File: config.mk
export PLATFORM = sky130hd
export DESIGN_NAME = als_sensor_emulator
export DESIGN_NICKNAME = d
export VERILOG_FILES = /design/src/rtl/als_pkg.sv /design/src/rtl/als_sensor_emulator_spi_input_sync.sv /design/src/rtl/als_sensor_emulator.sv
export SDC_FILE = /design/constraint.sdc
export NUM_CORES = 1
export LEC_CHECK = 0
export ABC_AREA = 1
export BUFFER_PORTS_ARGS = -buffer_cell sky130_fd_sc_hd__buf_2
export CORE_MARGIN = 4
export CORE_UTILIZATION = 49
export CTS_CLUSTER_DIAMETER = 100
export DETAILED_ROUTE_END_ITERATION = 16
export HOLD_SLACK_MARGIN = 0.03
export PLACE_DENSITY = 0.79
export SYNTH_ARGS = -nofsm -noshare
export SYNTH_HDL_FRONTEND = slang
export SYNTH_SLANG_ARGS = --single-unit
File: constraint.sdc
create_clock -name i_clk -period 1.3 [get_ports i_clk]
set_clock_uncertainty 0.15 [all_clocks]
set_input_delay 0 -clock i_clk [delete_from_list [all_inputs] [get_ports i_clk]]
set_output_delay 0 -clock i_clk [all_outputs]
set_load 0.01 [all_outputs]
File: src/rtl/als_pkg.sv
// -----------------------------------------------------------------------------
// als_pkg
// Shared constants for the PmodALS light-sensor SPI link, used by both the
// emulator (als_sensor_emulator) and the ALS SPI master.
//   ALS_LEAD_ZEROS / ALS_DATA_W / ALS_TRAIL_ZEROS : frame layout
//   ALS_FRAME_LEN                                  : total bits per frame
//   ALS_SYNC_STAGES                                : input synchronizer depth
//   als_emu_state_e                                : emulator state encoding
// -----------------------------------------------------------------------------
package als_pkg;

    localparam int ALS_LEAD_ZEROS  = 4;
    localparam int ALS_DATA_W      = 8;
    localparam int ALS_TRAIL_ZEROS = 4;
    localparam int ALS_FRAME_LEN   = ALS_LEAD_ZEROS + ALS_DATA_W + ALS_TRAIL_ZEROS;
    localparam int ALS_SYNC_STAGES = 2;

    typedef enum logic [1:0] {
        ALS_IDLE   = 2'd0,
        ALS_ACTIVE = 2'd1,
        ALS_HOLD   = 2'd2
    } als_emu_state_e;

endpackage

File: src/rtl/als_sensor_emulator_spi_input_sync.sv
// -----------------------------------------------------------------------------
// spi_input_sync
// Brings one asynchronous SPI pin into the clk domain through a SYNC_STAGES
// flop chain and produces single-cycle edge pulses on the synchronized level.
// Ports:
//   i_clk, i_reset : system clock, synchronous active-high reset
//   i_async        : raw pin
//   o_level        : synchronized level
//   o_rise/o_fall  : 1-cycle pulses on synchronized rising/falling edges
// Parameters:
//   SYNC_STAGES : chain depth (>= 2)
//   RESET_VAL   : idle level of the pin; chain and edge history preset to it
// -----------------------------------------------------------------------------
module spi_input_sync #(
    parameter int   SYNC_STAGES = 2,
    parameter logic RESET_VAL   = 1'b0
) (
    input  logic i_clk,
    input  logic i_reset,
    input  logic i_async,
    output logic o_level,
    output logic o_rise,
    output logic o_fall
);

    logic [SYNC_STAGES-1:0] r_sync;
    logic                   r_prev;

    // NOTE: non-blocking assignments let every flop sample its predecessor's
    // old value, which is what makes this a chain rather than one wire.
    always_ff @(posedge i_clk) begin
        if (i_reset) begin
            r_sync <= {SYNC_STAGES{RESET_VAL}};
            r_prev <= RESET_VAL;
        end else begin
            r_sync <= {r_sync[SYNC_STAGES-2:0], i_async};
            r_prev <= r_sync[SYNC_STAGES-1];
        end
    end

    assign o_level = r_sync[SYNC_STAGES-1];
    assign o_rise  =  o_level & ~r_prev;
    assign o_fall  = ~o_level &  r_prev;

endmodule

File: src/rtl/als_sensor_emulator.sv
// -----------------------------------------------------------------------------
// als_sensor_emulator
// SPI responder modelling the PmodALS light sensor. Each frame driven by the
// master returns {LEAD_ZEROS zeros, sample, TRAIL_ZEROS zeros} MSB first on
// o_miso, changing on sclk falling edges. cs_n and sclk are asynchronous and
// are synchronized internally.
// Ports:
//   i_clk, i_reset      : system clock, synchronous active-high reset
//   i_sample_in         : value served by the next frame
//   i_sample_valid      : 1-cycle strobe loading i_sample_in into the pending reg
//   i_cs_n, i_sclk      : SPI chip select (active low) and serial clock
//   o_miso              : serial data to master
//   o_busy              : frame in progress (ACTIVE or HOLD)
//   o_frame_done        : 1-cycle pulse, frame closed after all bits
//   o_frame_abort       : 1-cycle pulse, frame closed early
//   o_frame_count       : completed frames, wraps at 0xFFFF
// Configuration macro:
//   ALS_EMU_TRISTATE_EN : when defined, o_miso floats while cs_n is high so the
//                         line can be shared; otherwise it is driven 0 in IDLE.
// -----------------------------------------------------------------------------
module als_sensor_emulator
    import als_pkg::*;
#(
    parameter int DATA_W      = ALS_DATA_W,
    parameter int LEAD_ZEROS  = ALS_LEAD_ZEROS,
    parameter int TRAIL_ZEROS = ALS_TRAIL_ZEROS,
    parameter int SYNC_STAGES = ALS_SYNC_STAGES
) (
    input  logic              i_clk,
    input  logic              i_reset,
    input  logic [DATA_W-1:0] i_sample_in,
    input  logic              i_sample_valid,
    input  logic              i_cs_n,
    input  logic              i_sclk,
    output logic              o_miso,
    output logic              o_busy,
    output logic              o_frame_done,
    output logic              o_frame_abort,
    output logic [15:0]       o_frame_count
);

    localparam int FRAME_LEN = LEAD_ZEROS + DATA_W + TRAIL_ZEROS;
    localparam int CNT_W     = $clog2(FRAME_LEN);
    localparam int SETTLE_W  = $clog2(SYNC_STAGES + 1);
    // The shift that moves bit_cnt onto the last bit is the one taken from here.
    localparam logic [CNT_W-1:0] LAST_SHIFT = CNT_W'(FRAME_LEN - 2);

    // ---------------------------------------------------------------- inputs
    logic w_cs_level, w_cs_rise, w_cs_fall;
    logic w_sclk_fall, w_unused_sclk_level, w_unused_sclk_rise;

    spi_input_sync #(.SYNC_STAGES(SYNC_STAGES), .RESET_VAL(1'b1)) u_cs_sync (
        .i_clk   (i_clk),
        .i_reset (i_reset),
        .i_async (i_cs_n),
        .o_level (w_cs_level),
        .o_rise  (w_cs_rise),
        .o_fall  (w_cs_fall)
    );

    // Only falling sclk edges matter here; the master samples on the rises.
    spi_input_sync #(.SYNC_STAGES(SYNC_STAGES), .RESET_VAL(1'b0)) u_sclk_sync (
        .i_clk   (i_clk),
        .i_reset (i_reset),
        .i_async (i_sclk),
        .o_level (w_unused_sclk_level),
        .o_rise  (w_unused_sclk_rise),
        .o_fall  (w_sclk_fall)
    );

    // ------------------------------------------------------- start qualifier
    // The cs_n synchronizer is preset high, so a pin held low through reset
    // would otherwise look like a fresh falling edge once the chain fills.
    // A frame may only start after cs_n has been seen high with a settled chain.
    logic [SETTLE_W-1:0] r_settle_cnt;
    logic                r_cs_armed;
    logic                w_settled;
    logic                w_start;

    assign w_settled = (r_settle_cnt == SETTLE_W'(SYNC_STAGES));
    assign w_start   = w_cs_fall & r_cs_armed;

    always_ff @(posedge i_clk) begin
        if (i_reset) begin
            r_settle_cnt <= '0;
            r_cs_armed   <= 1'b0;
        end else begin
            if (!w_settled)
                r_settle_cnt <= r_settle_cnt + SETTLE_W'(1);
            if (w_settled && w_cs_level)
                r_cs_armed <= 1'b1;
        end
    end

    // -------------------------------------------------------- pending sample
    logic [DATA_W-1:0]    r_pending;
    logic [DATA_W-1:0]    w_frame_data;
    logic [FRAME_LEN-1:0] w_frame;

    always_ff @(posedge i_clk) begin
        if (i_reset)
            r_pending <= '0;
        else if (i_sample_valid)
            r_pending <= i_sample_in;
    end

    // A strobe landing on the same cycle as the start is the value framed.
    assign w_frame_data = i_sample_valid ? i_sample_in : r_pending;
    assign w_frame      = {{LEAD_ZEROS{1'b0}}, w_frame_data, {TRAIL_ZEROS{1'b0}}};

    // ------------------------------------------------------------------- FSM
    als_emu_state_e r_state, w_state_nxt;

    always_ff @(posedge i_clk) begin
        if (i_reset)
            r_state <= ALS_IDLE;
        else
            r_state <= w_state_nxt;
    end

    logic [FRAME_LEN-1:0] r_shift;
    logic [CNT_W-1:0]     r_bit_cnt;

    // cs_n rise is tested before sclk fall so it wins when both coincide.
    always_comb begin
        w_state_nxt = r_state;
        case (r_state)
            ALS_IDLE: begin
                if (w_start)
                    w_state_nxt = ALS_ACTIVE;
            end
            ALS_ACTIVE: begin
                if (w_cs_rise)
                    w_state_nxt = ALS_IDLE;
                else if (w_sclk_fall && r_bit_cnt == LAST_SHIFT)
                    w_state_nxt = ALS_HOLD;
            end
            ALS_HOLD: begin
                if (w_cs_rise)
                    w_state_nxt = ALS_IDLE;
            end
            default: w_state_nxt = ALS_IDLE;
        endcase
    end

    logic                 r_miso, r_busy, r_done, r_abort;
    logic [15:0]          r_frame_count;
    logic [FRAME_LEN-1:0] w_shift_nxt;
    logic [CNT_W-1:0]     w_cnt_nxt;
    logic                 w_miso_nxt, w_done_nxt, w_abort_nxt;

    // NOTE: every output of this block gets a value before the case statement,
    // so no path leaves one unassigned and no latch is inferred.
    always_comb begin
        w_shift_nxt = r_shift;
        w_cnt_nxt   = r_bit_cnt;
        w_miso_nxt  = r_miso;
        w_done_nxt  = 1'b0;
        w_abort_nxt = 1'b0;
        case (r_state)
            ALS_IDLE: begin
                w_miso_nxt = 1'b0;
                if (w_start) begin
                    w_shift_nxt = w_frame;
                    w_miso_nxt  = w_frame[FRAME_LEN-1];
                    w_cnt_nxt   = '0;
                end
            end
            ALS_ACTIVE: begin
                if (w_cs_rise) begin
                    w_abort_nxt = 1'b1;
                    w_miso_nxt  = 1'b0;
                end else if (w_sclk_fall) begin
                    w_shift_nxt = {r_shift[FRAME_LEN-2:0], 1'b0};
                    w_miso_nxt  = r_shift[FRAME_LEN-2];
                    w_cnt_nxt   = r_bit_cnt + CNT_W'(1);
                end
            end
            ALS_HOLD: begin
                if (w_cs_rise) begin
                    w_done_nxt = 1'b1;
                    w_miso_nxt = 1'b0;
                end else if (w_sclk_fall) begin
                    // Master is over-clocking the frame: pad with zeros.
                    w_miso_nxt = 1'b0;
                end
            end
            default: w_miso_nxt = 1'b0;
        endcase
    end

    always_ff @(posedge i_clk) begin
        if (i_reset) begin
            r_shift       <= '0;
            r_bit_cnt     <= '0;
            r_miso        <= 1'b0;
            r_busy        <= 1'b0;
            r_done        <= 1'b0;
            r_abort       <= 1'b0;
            r_frame_count <= '0;
        end else begin
            r_shift   <= w_shift_nxt;
            r_bit_cnt <= w_cnt_nxt;
            r_miso    <= w_miso_nxt;
            r_busy    <= (w_state_nxt != ALS_IDLE);
            r_done    <= w_done_nxt;
            r_abort   <= w_abort_nxt;
            if (w_done_nxt)
                r_frame_count <= r_frame_count + 16'd1;
        end
    end

    // --------------------------------------------------------------- outputs
`ifdef ALS_EMU_TRISTATE_EN
    assign o_miso = w_cs_level ? 1'bz : r_miso;
`else
    assign o_miso = r_miso;
`endif
    assign o_busy        = r_busy;
    assign o_frame_done  = r_done;
    assign o_frame_abort = r_abort;
    assign o_frame_count = r_frame_count;

endmodule
==> results of run 1 <==
cells in the final DEF (no fill, tap or decap), types with 3 or more instances in the layout:
| cell | instances |
|---|---|
| sky130_fd_sc_hd__inv_4 | 3 |
| sky130_fd_sc_hd__nor2_4 | 12 |
| sky130_fd_sc_hd__inv_2 | 4 |
| sky130_fd_sc_hd__buf_4 | 26 |
| sky130_fd_sc_hd__a21oi_2 | 6 |
| sky130_fd_sc_hd__nand2_4 | 3 |
| sky130_fd_sc_hd__nand2_1 | 51 |
| sky130_fd_sc_hd__dfxtp_4 | 5 |
| sky130_fd_sc_hd__buf_6 | 8 |
| sky130_fd_sc_hd__nor2_1 | 46 |
| sky130_fd_sc_hd__nor2_2 | 3 |
| sky130_fd_sc_hd__ha_1 | 3 |
| sky130_fd_sc_hd__a21oi_1 | 17 |
| sky130_fd_sc_hd__nand4_1 | 4 |
| sky130_fd_sc_hd__dlygate4sd3_1 | 12 |
| sky130_fd_sc_hd__nand3_2 | 6 |
| sky130_fd_sc_hd__nand3_1 | 9 |
| sky130_fd_sc_hd__o21ai_1 | 5 |
| sky130_fd_sc_hd__o21ai_2 | 8 |
| sky130_fd_sc_hd__inv_1 | 29 |
| sky130_fd_sc_hd__o21ai_0 | 21 |
| sky130_fd_sc_hd__nand2_2 | 6 |
| sky130_fd_sc_hd__clkbuf_8 | 5 |
| sky130_fd_sc_hd__dfxtp_2 | 10 |
| sky130_fd_sc_hd__buf_2 | 32 |
| sky130_fd_sc_hd__dfxtp_1 | 39 |
registers in the layout, summed over array words and instances (netlist names):
signal and flops:
r_shift 11, o_busy 1, u_cs_sync.r_prev 1, u_cs_sync.r_sync 2, r_state 2, o_frame_count 16, r_bit_cnt 4, r_cs_armed 1
o_frame_done 1, u_sclk_sync.r_sync 2, r_pending 8, o_miso 1, r_settle_cnt 2, u_sclk_sync.r_prev 1, o_frame_abort 1
worst max-delay path by stage:
stage          depth (start not counted)  slack, ns                end        startpoint
5_1_grt                                6      -0.31         r_shift[5]        r_state[0]
4_1_cts                                7      -0.08   o_frame_count[6]  o_frame_count[1]
3_5_place_dp                           8      -0.13  o_frame_count[13]  u_cs_sync.r_prev
2_1_floorplan                          8     -0.007  o_frame_count[10]  o_frame_count[1]
6_report                               7      -0.20   o_frame_count[9]        r_state[1]
3_3_place_gp                           8      -0.10  o_frame_count[13]  u_cs_sync.r_prev
final cells by class:
type                       count  area share
clock inverter                 1     0.00191
multi-input combinational    213       0.382
timing repair inverter         1     0.00229
inverter                      37      0.0467
tap                           52      0.0199
sequential                    54       0.340
clock buffer                   6      0.0222
timing repair buffer          80       0.185
worst register-to-register path, cell delays in order, from the launching register on:
cell and delay [ns]:
sky130_fd_sc_hd__dfxtp_4 0.38, sky130_fd_sc_hd__inv_4 0.05, sky130_fd_sc_hd__nor2_2 0.24, sky130_fd_sc_hd__nand2_8 0.11
sky130_fd_sc_hd__nor2_4 0.20, sky130_fd_sc_hd__nand3_2 0.12, sky130_fd_sc_hd__nor2_2 0.10, sky130_fd_sc_hd__nor2_1 0.05
logic make-up (layout without fill, tap and decap cells):
| family | after synthesis | count (layout) | share of synthesized area |
|---|---|---|---|
| AOI/OAI and AO/OA | 60 | 60 | 0.136 |
| xor gates and xnor gates | 1 | 1 | 0.00380 |
| adders and majority gates | 4 | 4 | 0.0217 |
| buffers and inverters | 46 | 125 | 0.0831 |
| DFF | 54 | 54 | 0.469 |
| and+or+nand+nor | 148 | 148 | 0.286 |
where the power goes:
group,leakage (nW),internal [mW],switching [mW]
Combinational,0.927,0.146,0.172
Clock,0.0416,0.372,0.519
Sequential,0.446,1.71,0.0332
per-layer routing:
layer / part of all wire / routed length [um] / vias to the layer above
met5: 0 / 0 / -
li1: - / - / 1156
met1: 0.43 / 2650 / 1059
met3: 0.056 / 343 / 14
met2: 0.49 / 3040 / 70
met4: 0.022 / 133 / 0
timing repair:
| item | CTS | global route |
|---|---|---|
| setup endpoints to repair | 28 | 34 |
| pin swaps | 13 | 20 |
| gates cloned | 0 | 1 |
| hold buffers | 12 | 0 |
| endpoints found under the hold margin | 19 | 0 |
| resized for setup | 42 | 37 |
| buffers inserted | 4 | 12 |
metrics by stage:
| stage | util | setup WS [ns] | instances | setup TNS, ns |
|---|---|---|---|---|
| final | 0.736 | -0.199 | 444 | -4.27 |
| after global routing | 0.736 | -0.306 | 444 | -6.54 |
| after global placement | 0.605 | -0.101 | 409 | -1.06 |
| after CTS | 0.685 | -0.0822 | 432 | -1.48 |
| after floorplan | - | -0.00704 | 313 | -0.00704 |
| after detailed placement | 0.605 | -0.131 | 409 | -1.98 |
==> results.md, run 1 <==
Synthesis:
- The synthesized design contains 0 enable-type register cells.
- The sequential area share after synthesis is 0.469.
- The number of distinct library cells after synthesis is 27.
- Sorting the synthesized cells by how often they occur yields 58 x sky130_fd_sc_hd__nand2_1, 54 x sky130_fd_sc_hd__dfxtp_1, 52 x sky130_fd_sc_hd__nor2_1.
- The primary flip-flop cell chosen by synthesis mapping is sky130_fd_sc_hd__dfxtp_1.
- Of the post-synthesis cell area, the dominant cell type holds 0.469.
- The most used standard cell by instance count after synthesis is sky130_fd_sc_hd__nand2_1.
- The synthesized netlist cell count is 313.
- The number of nets in the synthesized netlist is 330.
- By area the synthesized netlist is led by sky130_fd_sc_hd__dfxtp_1 47%, sky130_fd_sc_hd__nand2_1 9.4%, sky130_fd_sc_hd__nor2_1 8.5%.
- The mapped netlist covers 0.00230 mm2.
- The share of synthesized registers carrying an async set or reset is 0.
- The total of flip-flops plus latches after synthesis is 54.
- The largest total area in the synthesized netlist belongs to sky130_fd_sc_hd__dfxtp_1.
- Yosys printed 0 warnings.
- A synthesized cell averages 7.36 um2.

Clock network:
- The largest buffer count on any clock path is 2.
- The CTS tree is built.
- In this run, CTS created clock tree buffers numbering 5.
- The insertion delay of the later-clocked pin in the worst-skew pair is 0.30 ns.
- The depth of the CTS H-tree is 2.
- The clock transition time at the flip-flop clock pins of the worst setup and hold paths is 0.09 ns.
- The root buffer cell is sky130_fd_sc_hd__clkbuf_8.
- For this design, the sink count on the clock tree is 54.

Finish:
- The area added between synthesis and finish is 42.0%.
- The area of the multi-input gates is 0.00125 mm2.
- For this run, the post-layout net count is 409.
- The flip-flop and latch area is 0.00111 mm2.
- The proportion of layout cells with a drive suffix above 1 is 0.385.
- Counting the fill cells in the layout gives 280.
- After routing the design area is 0.00327 mm2.
- The diode insertion count for antenna repair is 0.

Worst setup path:
- In this run the critical register-to-register path is launched from r_state[1].
- The kind of cell adding the most delay to the critical path is simple AND/OR/NAND/NOR gates.
- The critical path goes through inv_4 > nor2_2 > nand2_8 > nor2_4 > nand3_2 > nor2_2 > nor2_1.
- Across all register-to-register paths, the minimum setup slack is -0.20 ns.
- For the worst setup path, the data arrival time is 1.55 ns.
- Counting stages on the worst path, the most repeated cell is sky130_fd_sc_hd__nor2_2.
- The worst setup path is captured at a flip-flop.
- Of all nets on the critical path, the largest fanout is 6.
- The slowest library cell on the worst path is sky130_fd_sc_hd__dfxtp_4.
- The category of the critical setup timing path is reg2reg.
- The buffering stage count on the worst path with inverters included is 1.
- STA classifies the critical path startpoint as a flip-flop.
- On the worst path, the slowest cell contributes a delay of 0.38 ns.
- The number of cells on the worst reg-to-reg path is 7.
- In this run the critical register-to-register path is captured at o_frame_count[9].
- For the worst setup path, the data required time is 1.35 ns.

Placed design:
- Detailed placement ended at an HPWL of 3460 um.
- The number of I/O port buffers is 32.
- The standard cell area after detailed placement is 0.00269 mm2.
- At the end of routability-driven placement, the weighted congestion stood at 0.845.

Die:
- The effective utilization at floorplan is 0.519.
- The total core area is 0.00444 mm2.
- The die is 76.6 um tall.
- The horizontal extent of the die is 76.6 um.
- The I/O pin total is 33.
- After floorplanning, the core was divided into 24 placement rows.
- The die covers 0.00586 mm2.

Pwr:
- Summed over all cells, the static leakage comes to 1.41 nW.
- Total power for the finished layout comes to 2.95 mW.
- The total power divided by cell area is 903 mW/mm2.
- The peak ir drop on the vdd network is 512 uV.

Routing:
- The via density per instance is 5.18.
- The number of violations reported at the end of detailed-routing iteration 0 is 204.
- The routed via count is 2299.
- For this block, the routed nets add up to 6160 um of wire.
- Dividing the detail-routed wire length by the instance count gives 13.9 um.
- In the routed design, unresolved DRC markers number 0.
- The first detailed-routing pass ran for 4 iterations.
- In this run the remaining antenna-violating nets after routing total 0.

STA:
- In the post-route analysis, the smallest setup slack over all paths is -0.199 ns.
- The maximum achievable frequency is 0.667 GHz.
- The minimum period implied by the final worst setup slack is 1.50 ns.
- Across all hold checks on the routed design, the worst slack comes to 0.247 ns.
- The final clock period utilization by the worst path is 1.15.
- The total setup violations reported at the end of the flow is 31.
- The actual slew at the worst max-slew pin is 0.338 ns.
- Setup repair after global routing could not meet its margin everywhere.
- The worst relative slew slack is 0.773.
- The number of slew-limit violations in the final report is 0.
- The number of hold violations in the final report came to 0.

GRT:
- The leftover overflow at the end of global routing is 0.
- The number of global-route vias before repair came to 2013.
- The first global-routing pass estimated 9110 um of wire.
- The met2 demand-to-capacity share in global routing is 0.324.
- The global-route track usage on met1 is 0.234.
- The overall track demand over capacity in global routing is 0.191.
- The initial antenna violation count is 0.
- The global routing stage identified its most utilized layer as met2.
- The met3 track utilization from global routing is 0.0426.
- The largest net degree at the start of global routing is 17.

Min path:
- The startpoint of the lowest-slack hold path is i_cs_n.
- The type of the worst min-delay path is in2reg.
- The number of cells on the worst hold path is 3.
- For hold timing, the worst endpoint is u_cs_sync.r_sync[0].

Job:
- The max-cap violation count is 0.

Outcome:
- The run finished, with violations left.
- The final reports fail on setup timing.
No activity file was read; power rests on OpenSTA's default activity.
==> inputs of run 2 (changes only) <==
--- a/config.mk
+++ b/config.mk
@@ -7,6 +7,7 @@
 export LEC_CHECK = 0
 export ABC_AREA = 1
 export BUFFER_PORTS_ARGS = -buffer_cell sky130_fd_sc_hd__buf_2
+export CAP_MARGIN = 40
 export CORE_MARGIN = 4
 export CORE_UTILIZATION = 49
 export CTS_CLUSTER_DIAMETER = 100
==> constraint.sdc (replaced) <==
create_clock -name i_clk -period 1.3 [get_ports i_clk]
set_clock_uncertainty 0.15 [all_clocks]
set_input_delay 0.13 -clock i_clk [delete_from_list [all_inputs] [get_ports i_clk]]
set_output_delay 0.13 -clock i_clk [all_outputs]
set_load 0.01 [all_outputs]
==> results.md, run 2 (synthesis results as in run 1) <==
Outcome:
- The run finished, with violations left.
- The checks that failed: setup timing.

STA:
- The number of slew-limit violations in the final report is 0 (unchanged).
- Setup repair after global routing could not meet its margin everywhere.
- The final clock period utilization by the worst path came to 1.16 (+0.00458).
- The number of hold violations in the final report is 0 (unchanged).
- The worst hold-check slack is 0.0252 ns (-0.222 ns).
- The minimum period implied by the final worst setup slack is 1.50 ns (+0.00595 ns).
- The summed negative setup slack over all endpoints is -4.68 ns (-0.410 ns).
- The worst relative slew slack came to 0.757 (-0.0157).
- The final critical-path setup slack is -0.205 ns (-0.00595 ns).
- The maximum achievable frequency was 0.665 GHz (-0.40%).
- The actual slew at the worst max-slew pin is 0.362 ns (+0.0244 ns).
- The total setup violations reported at the end of the flow was 34 (+9.7%).

Clock network:
- The clock transition time at the flip-flop clock pins of the worst setup and hold paths is 0.10 ns (about the same).
- The CTS sink count is 54 (unchanged).
- TritonCTS built the clock tree.
- The largest buffer count on any clock path is 2 (unchanged).
- The insertion delay of the later-clocked pin in the worst-skew pair is 0.31 ns (about the same).
- The CTS buffer count came to 5 (unchanged).
- The root buffer cell is sky130_fd_sc_hd__clkbuf_8.
- The depth of the CTS H-tree is 2 (unchanged).

Worst setup path:
- The highest fanout seen on the critical path came to 11 (+5).
- The category of the critical setup timing path is reg2reg.
- The endpoint kind of the worst setup timing path is a flip-flop.
- The required time at the endpoint of the critical path is 1.36 ns (about the same).
- The critical path data arrival time came to 1.57 ns (+0.02 ns).
- The critical path startpoint category is a flip-flop.

Die:
- The horizontal extent of the die is 76.6 um (unchanged).
- The I/O pin total is 33 (unchanged).
- The total core area was 0.00444 mm2 (unchanged).
- The die area is 0.00586 mm2 (unchanged).
- The effective utilization at floorplan is 0.519 (unchanged).
- The row count is 24 (unchanged).
- The vertical die dimension is 76.6 um (unchanged).

GRT:
- The largest net degree at the start of global routing came to 18 (+1).
- The overall track demand over capacity in global routing is 0.185 (-0.00617).
- The initial antenna violation count is 0 (unchanged).
- The first-pass GRT wire length is 9000 um (-1.3%).
- The leftover overflow at the end of global routing was 0 (unchanged).
- The number of global-route vias before repair is 2038 (+1.2%).

Pwr:
- The total power divided by cell area is 944 mW/mm2 (+4.5%).
- The peak ir drop on the vdd network is 639 uV (+25%).
- The standby leakage power is 1.36 nW (-3.9%).

Placed design:
- The last weighted congestion value of the routability-driven placer is 0.835 (-1.2%).
- The standard cell area after detailed placement is 0.00270 mm2 (+0.28%).
- The number of I/O port buffers was 32 (unchanged).
- The estimated wirelength of the detail-placed design came to 3450 um (-0.19%).

Finish:
- The fill cell instance count of the final layout is 322 (+15%).
- From synthesis to final layout, the design area changed by 37.2%.
- The diode insertion count for antenna repair came to 0 (unchanged).
- The final non-filler cell area was 0.00316 mm2 (-3.4%).
- In the layout the commonest cells are 54 x sky130_fd_sc_hd__nand2_1, 46 x sky130_fd_sc_hd__nor2_1, 41 x sky130_fd_sc_hd__dfxtp_1.
- The library cell used most frequently in the layout, excluding fill and tap cells, is sky130_fd_sc_hd__nand2_1.
- The final cell utilization of the core is 0.711 (-0.0248).
- The proportion of layout cells with a drive suffix above 1 is 0.381 (-0.00400).
- The count of nets after finishing is 399 (-2.4%).
- The number of flip-flops in the largest register is 16 (unchanged).

Routing:
- The final routed wire length divided by cell count is 14.7 um (+6.1%).
- The first-pass detailed-route iteration total was 9 (+5).
- The overall routed net length is 6410 um (+4.0%).
- The DRC violation count after routing is 0 (unchanged).
- The remaining antenna violation count after routing is 0 (unchanged).
- The number of violations reported at the end of detailed-routing iteration 0 is 279 (+37%).
- The routed via count was 2345 (+2.0%).
- The via density per instance is 5.39 (+4.1%).

Min path:
- In this run the worst hold path is classified as in2reg.

Job:
- The max-cap violation count is 0 (unchanged).
## run 2: cell types whose count changed in the layout (fill, tap and decap cells not counted), sizes merged
cell         previous run  this run
clkinv                  0         2
dlygate4sd3            12         7
clkbuf                  6         5
buf                    68        63
clkinvlp                2         3
inv                    37        36
## run 2: final cells by class
type	instances	area (um2)	area share
Clock buffer	5	68.8	0.0218
Clock inverter	3	21.3	0.00673
Inverter	37	155	0.0491
Multi-Input combinational cell	213	1240	0.391
Sequential cell	54	1110	0.351
Tap cell	52	65.1	0.0206
Timing Repair Buffer	70	498	0.157
Timing Repair inverter	1	7.51	0.00237
## run 2: path summary, 6_finish.rpt
| kind | startpoint | end | slack, ns | cells after the start |
|---|---|---|---|---|
| setup / recovery | r_state[1] | r_shift[6] | -0.20 | 8 |
| hold / removal | i_sample_in[4] | r_pending[4] | 0.03 | 5 |
| setup reg to reg | r_state[1] | r_shift[6] | -0.20 | 8 |
| hold reg to reg | u_sclk_sync.r_sync[0] | u_sclk_sync.r_sync[1] | 0.26 | 2 |
## run 2: power breakdown
part | switching [mW] | total [mW] | internal (mW)
registers | 0.0343 | 1.75 | 1.71
logic | 0.169 | 0.295 | 0.126
clock network | 0.561 | 0.941 | 0.380
total | 0.764 | 2.98 | 2.22
## run 2: what timing repair did
item,in CTS,in global routing
gates resized for setup,47,29
endpoints found under the hold margin,7,0
pin swaps,9,18
setup buffers,4,5
gates cloned,0,1
hold buffers,7,0
setup endpoints to repair,30,33
## run 2: per-stage QoR
step	worst slack (ns)	total power, mW	instances
2_1_floorplan	-0.00704	1.95	313
5_1_grt	-0.274	3.10	435
6_report	-0.205	2.98	435
3_3_place_gp	-0.101	2.02	410
3_5_place_dp	-0.141	2.03	410
4_1_cts	-0.0924	2.96	429
## run 2: worst max-delay path: stages, from the launching register on
cell and delay (ns):
sky130_fd_sc_hd__dfxtp_4 0.38, sky130_fd_sc_hd__inv_4 0.10, sky130_fd_sc_hd__nand2_4 0.10, sky130_fd_sc_hd__nor2_4 0.15, sky130_fd_sc_hd__nand2_4 0.08, sky130_fd_sc_hd__o21ai_4 0.13
sky130_fd_sc_hd__inv_4 0.11, sky130_fd_sc_hd__nor2_1 0.13, sky130_fd_sc_hd__nor2_1 0.06
## run 2: metal layers
layer  track usage  vias to the layer above  wire [um]  part of all wire
li1              -                     1135          -                 -
met1         0.218                     1057       2640              0.41
met3        0.0366                       28        383             0.060
met5             0                        -          0                 0
met4        0.0562                        0        232             0.036
met2         0.335                      125       3160              0.49
